===== config.mk =====
export PLATFORM = sky130hd
export DESIGN_NAME = controlador_perifericos_flat
export DESIGN_NICKNAME = d
export VERILOG_FILES = /design/src/rtl/controlador_perifericos_pkg.sv /design/src/rtl/controlador_perifericos_if.sv /design/src/rtl/controlador_perifericos_sincronizador_flanco.sv /design/src/rtl/controlador_perifericos.sv /design/src/flat_wrapper.sv
export SDC_FILE = /design/constraint.sdc
export NUM_CORES = 1
export LEC_CHECK = 0
export ABC_AREA = 1
export CORE_MARGIN = 2
export CORE_UTILIZATION = 32
export DETAILED_ROUTE_END_ITERATION = 8
export PLACE_DENSITY = 0.51
export SYNTH_ARGS = -nofsm -noshare
export SYNTH_HDL_FRONTEND = slang
export SYNTH_SLANG_ARGS = --single-unit

===== constraint.sdc =====
create_clock -name clk -period 3.3 [get_ports clk]
set_input_delay 0.99 -clock clk [delete_from_list [all_inputs] [get_ports clk]]
set_output_delay 0.99 -clock clk [all_outputs]
set_load 0.03 [all_outputs]

===== src/rtl/controlador_perifericos_pkg.sv =====
// Shared register offsets and bit positions for the peripheral controller.
package controlador_perifericos_pkg;

    // Register offsets within the 8-byte window (5-7 are unmapped)
    typedef enum logic [2:0] {
        OFS_OUT    = 3'd0,
        OFS_IN     = 3'd1,
        OFS_RELOAD = 3'd2,
        OFS_CTRL   = 3'd3,
        OFS_PEND   = 3'd4
    } ofs_e;

    // CTRL register fields
    localparam int CTRL_EN       = 0;
    localparam int CTRL_MASK_LSB = 1;
    localparam int CTRL_W        = 4;

    // PEND register fields
    localparam int PEND_TMR = 0;
    localparam int PEND_PB0 = 1;
    localparam int PEND_PB1 = 2;
    localparam int PEND_W   = 3;

endpackage


===== src/rtl/controlador_perifericos_if.sv =====
// CPU-side memory-mapped bus plus interrupt request lines.
interface controlador_perifericos_if;
    import controlador_perifericos_pkg::*;

    logic              rd;
    logic              wr;
    logic [15:0]       dir;
    logic [7:0]        datos_cpu;
    logic [7:0]        datos_a_cpu;
    logic [PEND_W-1:0] interrupciones;

    modport master (
        output rd, wr, dir, datos_cpu,
        input  datos_a_cpu, interrupciones
    );

    modport slave (
        input  rd, wr, dir, datos_cpu,
        output datos_a_cpu, interrupciones
    );

endinterface


===== src/rtl/controlador_perifericos_sincronizador_flanco.sv =====
// Two-flop synchronizer for one asynchronous input, with an optional delay flop
// that turns the synchronized level into a one-cycle rising-edge pulse.
module sincronizador_flanco #(
    parameter bit CON_FLANCO = 1'b1
) (
    input  logic clk,
    input  logic reset,
    input  logic d,
    output logic nivel,
    output logic flanco
);

    logic s1_q, s1_d;
    logic s2_q, s2_d;
    logic prev_q, prev_d;

    // Next values: shift the pin through the synchronizer and the delay stage
    always_comb begin
        s1_d   = d;
        s2_d   = s1_q;
        prev_d = CON_FLANCO ? s2_q : 1'b0;
    end

    // Synchronizer and delay registers
    always_ff @(posedge clk) begin
        if (reset) begin
            s1_q   <= 1'b0;
            s2_q   <= 1'b0;
            prev_q <= 1'b0;
        end else begin
            s1_q   <= s1_d;
            s2_q   <= s2_d;
            prev_q <= prev_d;
        end
    end

    assign nivel  = s2_q;
    assign flanco = CON_FLANCO ? (s2_q & ~prev_q) : 1'b0;

endmodule


===== src/rtl/controlador_perifericos.sv =====
// Memory-mapped I/O responder: output port, synchronized input port,
// reloadable interval timer and two push-button edge interrupts.
module controlador_perifericos
    import controlador_perifericos_pkg::*;
#(
    parameter logic [15:0] BASE      = 16'hFF00,
    parameter int          PRESCALER = 16
) (
    input  logic                          clk,
    input  logic                          reset,
    controlador_perifericos_if.slave      bus,
    input  logic [7:0]                    interruptores,
    input  logic [1:0]                    pulsadores,
    output logic [7:0]                    leds
);

    localparam int PW = (PRESCALER > 1) ? $clog2(PRESCALER) : 1;

    logic [7:0]        out_q, out_d;
    logic [7:0]        reload_q, reload_d;
    logic [CTRL_W-1:0] ctrl_q, ctrl_d;
    logic [PEND_W-1:0] pend_q, pend_d;
    logic [7:0]        cnt_q, cnt_d;
    logic [PW-1:0]     presc_q, presc_d;

    logic [7:0]        sw_sync;
    logic [7:0]        sw_flanco_unused;
    logic [1:0]        pb_flanco;
    logic [1:0]        pb_nivel_unused;

    logic              hit;
    logic [2:0]        ofs;
    logic              we;
    logic              reload_we;
    logic              tick;
    logic              tmr_set;
    logic [PEND_W-1:0] pend_clr;

    for (genvar i = 0; i < 8; i++) begin : g_sw
        sincronizador_flanco #(.CON_FLANCO(1'b0)) u_sync (
            .clk    (clk),
            .reset  (reset),
            .d      (interruptores[i]),
            .nivel  (sw_sync[i]),
            .flanco (sw_flanco_unused[i])
        );
    end

    for (genvar i = 0; i < 2; i++) begin : g_pb
        sincronizador_flanco #(.CON_FLANCO(1'b1)) u_sync (
            .clk    (clk),
            .reset  (reset),
            .d      (pulsadores[i]),
            .nivel  (pb_nivel_unused[i]),
            .flanco (pb_flanco[i])
        );
    end

    assign hit       = (bus.dir[15:3] == BASE[15:3]);
    assign ofs       = bus.dir[2:0];
    assign we        = bus.wr & hit;
    assign reload_we = we & (ofs == OFS_RELOAD);

    // Register-file, timer and pending-bit next-state logic
    always_comb begin
        out_d    = out_q;
        reload_d = reload_q;
        ctrl_d   = ctrl_q;
        cnt_d    = cnt_q;
        presc_d  = presc_q;
        tick     = 1'b0;
        tmr_set  = 1'b0;
        pend_clr = '0;

        // A RELOAD write restarts the timer and discards any tick on that edge
        if (ctrl_q[CTRL_EN] && !reload_we) begin
            if (presc_q == PW'(PRESCALER - 1)) begin
                presc_d = '0;
                tick    = 1'b1;
            end else begin
                presc_d = presc_q + PW'(1);
            end
        end

        if (tick) begin
            if (cnt_q == 8'd0 && reload_q != 8'd0) begin
                tmr_set = 1'b1;
                cnt_d   = reload_q - 8'd1;
            end else if (cnt_q != 8'd0) begin
                cnt_d = cnt_q - 8'd1;
            end
        end

        if (we) begin
            case (ofs)
                OFS_OUT:    out_d = bus.datos_cpu;
                OFS_RELOAD: begin
                    reload_d = bus.datos_cpu;
                    cnt_d    = (bus.datos_cpu == 8'd0) ? 8'd0 : bus.datos_cpu - 8'd1;
                    presc_d  = '0;
                end
                OFS_CTRL:   ctrl_d   = bus.datos_cpu[CTRL_W-1:0];
                OFS_PEND:   pend_clr = bus.datos_cpu[PEND_W-1:0];
                default:    ;
            endcase
        end

        pend_d = pend_q & ~pend_clr;
        pend_d[PEND_TMR] = pend_d[PEND_TMR] | tmr_set;
        pend_d[PEND_PB0] = pend_d[PEND_PB0] | pb_flanco[0];
        pend_d[PEND_PB1] = pend_d[PEND_PB1] | pb_flanco[1];
    end

    // State registers; reset overrides any bus write in the same cycle
    always_ff @(posedge clk) begin
        if (reset) begin
            out_q    <= '0;
            reload_q <= '0;
            ctrl_q   <= '0;
            pend_q   <= '0;
            cnt_q    <= '0;
            presc_q  <= '0;
        end else begin
            out_q    <= out_d;
            reload_q <= reload_d;
            ctrl_q   <= ctrl_d;
            pend_q   <= pend_d;
            cnt_q    <= cnt_d;
            presc_q  <= presc_d;
        end
    end

    // Combinational read mux
    always_comb begin
        bus.datos_a_cpu = '0;
        if (bus.rd && hit) begin
            case (ofs)
                OFS_OUT:    bus.datos_a_cpu = out_q;
                OFS_IN:     bus.datos_a_cpu = sw_sync;
                OFS_RELOAD: bus.datos_a_cpu = reload_q;
                OFS_CTRL:   bus.datos_a_cpu = {4'b0000, ctrl_q};
                OFS_PEND:   bus.datos_a_cpu = {5'b00000, pend_q};
                default:    bus.datos_a_cpu = '0;
            endcase
        end
    end

    assign bus.interrupciones = pend_q & ctrl_q[CTRL_MASK_LSB +: PEND_W];
    assign leds               = out_q;

endmodule


===== src/flat_wrapper.sv =====
// flat-port wrapper written by rule: the top's interface ports become plain ports
module controlador_perifericos_flat import controlador_perifericos_pkg::*;
#(
    parameter logic [15:0] BASE      = 16'hFF00,
    parameter int          PRESCALER = 16
)
  (clk, reset, interruptores, pulsadores, leds, bus_rd, bus_wr, bus_dir, bus_datos_cpu, bus_datos_a_cpu, bus_interrupciones);
  controlador_perifericos_if bus_i ();
  input  logic clk;
  input  logic reset;
  input  logic [7:0] interruptores;
  input  logic [1:0] pulsadores;
  output logic [7:0] leds;
  input wire logic [$bits(bus_i.rd)-1:0] bus_rd;
  input wire logic [$bits(bus_i.wr)-1:0] bus_wr;
  input wire logic [$bits(bus_i.dir)-1:0] bus_dir;
  input wire logic [$bits(bus_i.datos_cpu)-1:0] bus_datos_cpu;
  output wire logic [$bits(bus_i.datos_a_cpu)-1:0] bus_datos_a_cpu;
  output wire logic [$bits(bus_i.interrupciones)-1:0] bus_interrupciones;
  assign bus_i.rd = bus_rd;
  assign bus_i.wr = bus_wr;
  assign bus_i.dir = bus_dir;
  assign bus_i.datos_cpu = bus_datos_cpu;
  assign bus_datos_a_cpu = bus_i.datos_a_cpu;
  assign bus_interrupciones = bus_i.interrupciones;
  controlador_perifericos #(.BASE(BASE), .PRESCALER(PRESCALER)) u_core (.clk(clk), .reset(reset), .bus(bus_i), .interruptores(interruptores), .pulsadores(pulsadores), .leds(leds));
endmodule

==> results of run 1 <==
==> layout make-up <==
type	count	area (sq um)
Sequential cell	57	1140
Clock buffer	12	165
Inverter	75	282
Timing Repair Buffer	82	736
Clock inverter	3	15.0
Multi-Input combinational cell	323	1710
Tap cell	133	166
Fill cell	1061	5430
==> layout by cell type, fill, tap and decap left out, types with 12 or more instances in the layout <==
cell type        instances
nand2_1                101
nor2_1                  81
inv_1                   64
dfxtp_1                 57
clkdlybuf4s50_1         32
buf_4                   31
nand3_1                 23
o21ai_0                 19
a21oi_1                 17
o21ai_1                 13
clkbuf_8                12
==> worst max-delay path: stages <==
cell           delay [ns]
dlygate4sd2_1        0.22
nor2_1               0.08
nand3_1              0.09
nor2_2               0.16
o211ai_1             0.15
buf_4                0.20
a31oi_1              0.15
buf_4                0.18
==> layer usage <==
| metal | global-route usage, % | vias up | routed length (um) |
|---|---|---|---|
| li1 | - | 1648 | - |
| met1 | 24.3 | 1409 | 4400 |
| met3 | 4.61 | 17 | 373 |
| met2 | 29.0 | 80 | 4250 |
| met5 | 0 | - | 0 |
| met4 | 7.49 | 0 | 268 |
==> synthesized netlist by cell type, types with 8 or more instances <==
cell type  count
nand2_1      103
nand4_1        9
a21oi_1       17
o21ai_1       13
o21ai_0       19
inv_2          9
dfxtp_1       57
nor2_1        81
a211oi_2       8
nand3_1       23
inv_1         64
o211ai_1       9
==> state kept, by name, summed over array words and instances, names as in the netlist <==
signal,flops
u_core.cnt_q,8
u_core.ctrl_q,4
u_core.g_pb.u_sync.nivel,2
u_core.g_pb.u_sync.prev_q,2
u_core.g_pb.u_sync.s1_q,2
u_core.g_sw.u_sync.nivel,8
u_core.g_sw.u_sync.s1_q,8
u_core.leds,8
u_core.pend_q,3
u_core.presc_q,4
u_core.reload_q,8
==> logic make-up (layout without fill, tap and decap cells) <==
kind of cell	Yosys count	after routing	synth area share [%]
simple gates	230	230	31.6
flops	57	57	36.3
buf+inv	85	172	11.3
fa+ha+maj	7	7	2.78
xor+xnor	8	8	2.23
compound gates	78	78	15.8
==> per-stage QoR <==
step / worst slack (ns) / TNS (ns) / power, mW
2_1_floorplan: 0.109 / 0 / 0.780
3_3_place_gp: -0.221 / -1.41 / 0.859
3_5_place_dp: -0.208 / -1.29 / 0.859
4_1_cts: 0.0492 / 0 / 1.47
5_1_grt: -0.000462 / -0.000462 / 1.52
6_report: 0.0656 / 0 / 1.46
==> what timing repair did <==
| item | CTS | global route |
|---|---|---|
| pin swaps | 13 | 12 |
| gates resized for setup | 23 | 12 |
| setup buffers | 1 | 3 |
| endpoints found under the setup margin | 8 | 8 |
==> worst min path at each step <==
stage | from | to | cells after the start
after CTS | u_core.g_sw[6].u_sync.s1_q | u_core.g_sw[6].u_sync.nivel | 2
after global placement | u_core.g_sw[6].u_sync.s1_q | u_core.g_sw[6].u_sync.nivel | 2
final | u_core.g_sw[0].u_sync.s1_q | u_core.g_sw[0].u_sync.nivel | 2
after detailed placement | u_core.g_sw[6].u_sync.s1_q | u_core.g_sw[6].u_sync.nivel | 2
after global routing | u_core.g_pb[1].u_sync.s1_q | u_core.g_pb[1].u_sync.nivel | 2
after floorplan | u_core.g_pb[0].u_sync.s1_q | u_core.g_pb[0].u_sync.nivel | 2
==> power groups by stage <==
| stage | Clock [mW] | Sequential [mW] | Combinational, mW |
|---|---|---|---|
| floorplan | 0 | 0.720 | 0.0601 |
| global placement | 0 | 0.721 | 0.137 |
| detailed placement | 0 | 0.721 | 0.138 |
| CTS | 0.630 | 0.706 | 0.132 |
| global route | 0.661 | 0.707 | 0.149 |
| finish | 0.619 | 0.706 | 0.135 |
==> run summary, run 1 <==
Slew HR: 63.5%
Min Hold Slack: 0.402 ns
die area: 10600 sq um
Clk pwr share: 42.4%
Final #Nets: 593
largest net degree at the start of global routing: 26
CP startpoint kind: input port
most area-consuming cells after synthesis: dfxtp_1, nand2_1, nor2_1, inv_1, nand3_1
crit path DAT: 2.24 ns
Die Height: 103 um
Req. time, crit path: 2.31 ns
first-pass GRT wire length: 15000 um
final hold vios: 0
Final Max Tran Viols: 0
fraction of layout cells with a size suffix above 1: 15.2%
CP endpoint: bus_datos_a_cpu[5]
initial core utilization: 32.6%
grt total ovfl: 0
switching pwr: 0.368 mW
Syn Std Cell Area: 3150 sq um
Clock transition at path regs: 0.07 ns
Netlist cell types: 34
CP max FO: 5
ANT nets after route: 0
Root Driver: clkbuf_8
FFs w/ async S/R, synth: 0%
post-synthesis net count: 510
Area Growth Syn to Fin: 34.0%
drc violations: 0
Vias: 3154
Placed Area: 3940 sq um
vias per cell: 4.60
total CTS buffers: 9
leakage power: 1.93 nW
Seq pwr share: 48.4%
Placed Instances: 666
Switching Share: 25.2%
clock latency on the worst-skew pair: 0.33 ns
FF-to-FF End: u_core.cnt_q[5]
Peak supply drop: 0.176 mV
design area: 4210 sq um
Setup Viol. Count Final: 0
YS warnings: 0
Diodes inserted: 0
Hold Path Class: flip-flop to flip-flop
Hold-fix buffers, CTS: 0
vias in the first global route: 3087
Seq/Total Area, Yosys: 36.3%
critical path type: input port to output port
flop2flop setup slack: 1.51 ns
Layout Utilization: 43.7%
Die Wd: 103 um
Primary FF master, synth: dfxtp_1
CTS tree: yes
Mapped Cells: 465
placed wire-length estimate: 7050 um
power share of the combinational group: 9.2%
R2R Path Start: u_core.presc_q[0]
Seq cells post-synth: 57
R2R depth: 6
clk buf depth: 2
# clock sinks: 57
IO buf count: 56
pin slew with the least headroom to its limit: 0.546 ns
Worst setup EP type: output port
Post-synth EDFFs: 0
status: completed
Ports: 57
RePlAce Congestion: 0.866
CP startpoint: bus_dir[3]
min Tclk post-route: 3.23 ns
initial antenna violation count: 0
WL final: 9300 um
DRT Pass-1 Iters: 4
Synth area leader: dfxtp_1
core area: 9640 sq um
H-tree levels: 3
total track usage: 18.5%
fmax: 309 MHz
Mean Syn Cell Area: 6.76 sq um
Tcrit/Tclk final: 98.0%
fin cells: 685
pwr/cell area: 346 nW/um^2
Worst Skew: 0.00523 ns
wire length per cell: 13.6 um
max-cap viol count: 0
Int Pwr: 1.09 mW
top-area cell type share of the netlist area: 36.3%
DRT iter0 DRCs: 145
Rows: 36
Power figures use the tool's default switching activity.
==> inputs of run 2 (changes only) <==
PLACE_DENSITY = unset   (was 0.51)
==> run 2 against run 1 <==
Die area is the same. Sequential share of layout area rose by 0.056 points. Non-clock buffer count shrank 3. Global-route usage is 0.86 points lower. Critical path depth up 1. Critical path type unchanged. Largest cell class unchanged.
==> run summary, run 2 (synthesis results as in run 1) <==
final setup margin: 0.108 ns
total CTS buffers: 9
Int Pwr: 1.13 mW
vias per cell: 4.63
max layer used: met4
WP buf/inv: 3
core area: 9640 sq um
vias in the first global route: 3190
final hold vios: 0
max-cap viol count: 0
Placed Instances: 660
largest net degree at the start of global routing: 28
total track usage: 17.6%
DP Worst Slack: -0.176 ns
crit-path leading delay family: buffers and inverters
Rows: 36
switching pwr: 0.363 mW
crit-path max cell delay: 0.27 ns
Slew HR: 65.4%
first-pass GRT wire length: 14500 um
placed wire-length estimate: 6660 um
Min Hold Slack: 0.402 ns
Clk pwr share: 43.8%
initial antenna violation count: 0
Tcrit/Tclk final: 96.7%
Clock transition at path regs: 0.07 ns
commonest non-fill, non-tap cells in the layout: nand2_1, nor2_1, inv_1
crit path DAT: 2.20 ns
H-tree levels: 3
# clock sinks: 57
status: completed
initial core utilization: 32.6%
unrepaired setup endpoints after global routing: yes
Vias: 3162
fmax: 313 MHz
met1 WL: 3840 um
Die Wd: 103 um
Root Driver: clkbuf_8
CP startpoint kind: input port
Ports: 57
ANT nets after route: 0
pwr/cell area: 355 nW/um^2
Peak supply drop: 0.374 mV
min Tclk post-route: 3.19 ns
WL met3: 312 um
most frequent CP cell: nand2_1
Switching Share: 24.3%
CP max FO: 8
most common cell after layout, fill and taps aside: nand2_1
RePlAce Congestion: 0.862
fraction of layout cells with a size suffix above 1: 14.7%
DRT iter0 DRCs: 133
Pwr Total: 1.49 mW
grt total ovfl: 0
CP cell instances: dlygate4sd2_1 > nor2_2 > inv_2 > nor2_8 > nand2_1 > nand2_1 > a21oi_1 > a31oi_2 > buf_6
Diodes inserted: 0
die area: 10600 sq um
IO buf count: 56
Final Max Tran Viols: 0
Seq pwr share: 47.2%
clk buf depth: 2
Worst setup EP type: output port
critical path type: input port to output port
clock latency on the worst-skew pair: 0.33 ns
CTS tree: yes
Hold Path Class: flip-flop to flip-flop
fin cells: 683
WL final: 8620 um
DRT Pass-1 Iters: 4
leakage power: 1.91 nW
met2 wire length: 4260 um
Area Growth Syn to Fin: 33.7%
pin slew with the least headroom to its limit: 0.518 ns
Critical Path Slowest Stage Cell: dlygate4sd2_1
Hold-fix buffers, CTS: 0
drc violations: 0
power share of the combinational group: 9.0%
Final #Nets: 590
Req. time, crit path: 2.31 ns
Worst Skew: 0.00488 ns
wire length per cell: 12.6 um
Die Height: 103 um
Setup Viol. Count Final: 0
-- run 2: changes by cell type in the layout (fill, tap and decap cells not counted), sizes merged --
cell	change
clkinvlp	+2
bufinv	+1
buf	-3
dlygate4sd2	+7
clkdlybuf4s15	-7
clkinv	-1
clkbuf	-1
-- run 2: layout make-up --
cell class | instances | area (sq um)
clock buffers | 11 | 141
clock inverters | 5 | 55.1
fillers | 1010 | 5430
inverters | 75 | 282
multi-input cells | 323 | 1700
flip-flops and latches | 57 | 1140
well taps | 133 | 166
repair buffers | 79 | 717
-- run 2: worst register-to-register path, cell delays in order (launching register included) --
cell and delay [ns]:
dfxtp_1 0.38, ha_1 0.20, nand3_1 0.28, inv_1 0.17, nand3_1 0.28, o21ai_0 0.28
nor2_1 0.06
-- run 2: what timing repair did --
action	in CTS	in global routing
setup endpoints to repair	8	4
resized for setup	26	2
cloned	0	0
buffers inserted	7	0
pin swaps	14	0
-- run 2: layer usage --
| metal | vias up | global-route usage, % |
|---|---|---|
| met5 | - | 0 |
| met4 | 0 | 7.09 |
| met3 | 21 | 3.86 |
| met2 | 68 | 31.5 |
| met1 | 1429 | 20.4 |
| li1 | 1644 | - |
-- run 2: metrics by stage --
step | TNS (ns) | instance area [sq um] | utilization (%)
2_1_floorplan | 0 | 3150 | -
3_3_place_gp | -0.771 | 3910 | 40.6
3_5_place_dp | -0.844 | 3910 | 40.6
4_1_cts | 0 | 4190 | 43.5
5_1_grt | -0.0272 | 4210 | 43.6
6_report | 0 | 4210 | 43.6
-- run 2: path summary, 6_finish.rpt --
kind / startpoint / endpoint / slack [ns] / cells past startpoint
worst min-delay path: u_core.g_pb[1].u_sync.s1_q / u_core.g_pb[1].u_sync.nivel / 0.40 / 2
worst max register to register: u_core.presc_q[0] / u_core.cnt_q[4] / 1.55 / 6
worst max-delay path: bus_dir[1] / bus_datos_a_cpu[1] / 0.11 / 9
worst min register to register: u_core.g_pb[1].u_sync.s1_q / u_core.g_pb[1].u_sync.nivel / 0.40 / 2
-- run 2: power groups by stage --
stage	Combinational (mW)	Clock (mW)	Sequential, mW
2_1_floorplan	0.0601	0	0.720
3_3_place_gp	0.135	0	0.721
3_5_place_dp	0.136	0	0.721
4_1_cts	0.134	0.670	0.705
5_1_grt	0.149	0.709	0.706
6_report	0.134	0.655	0.706
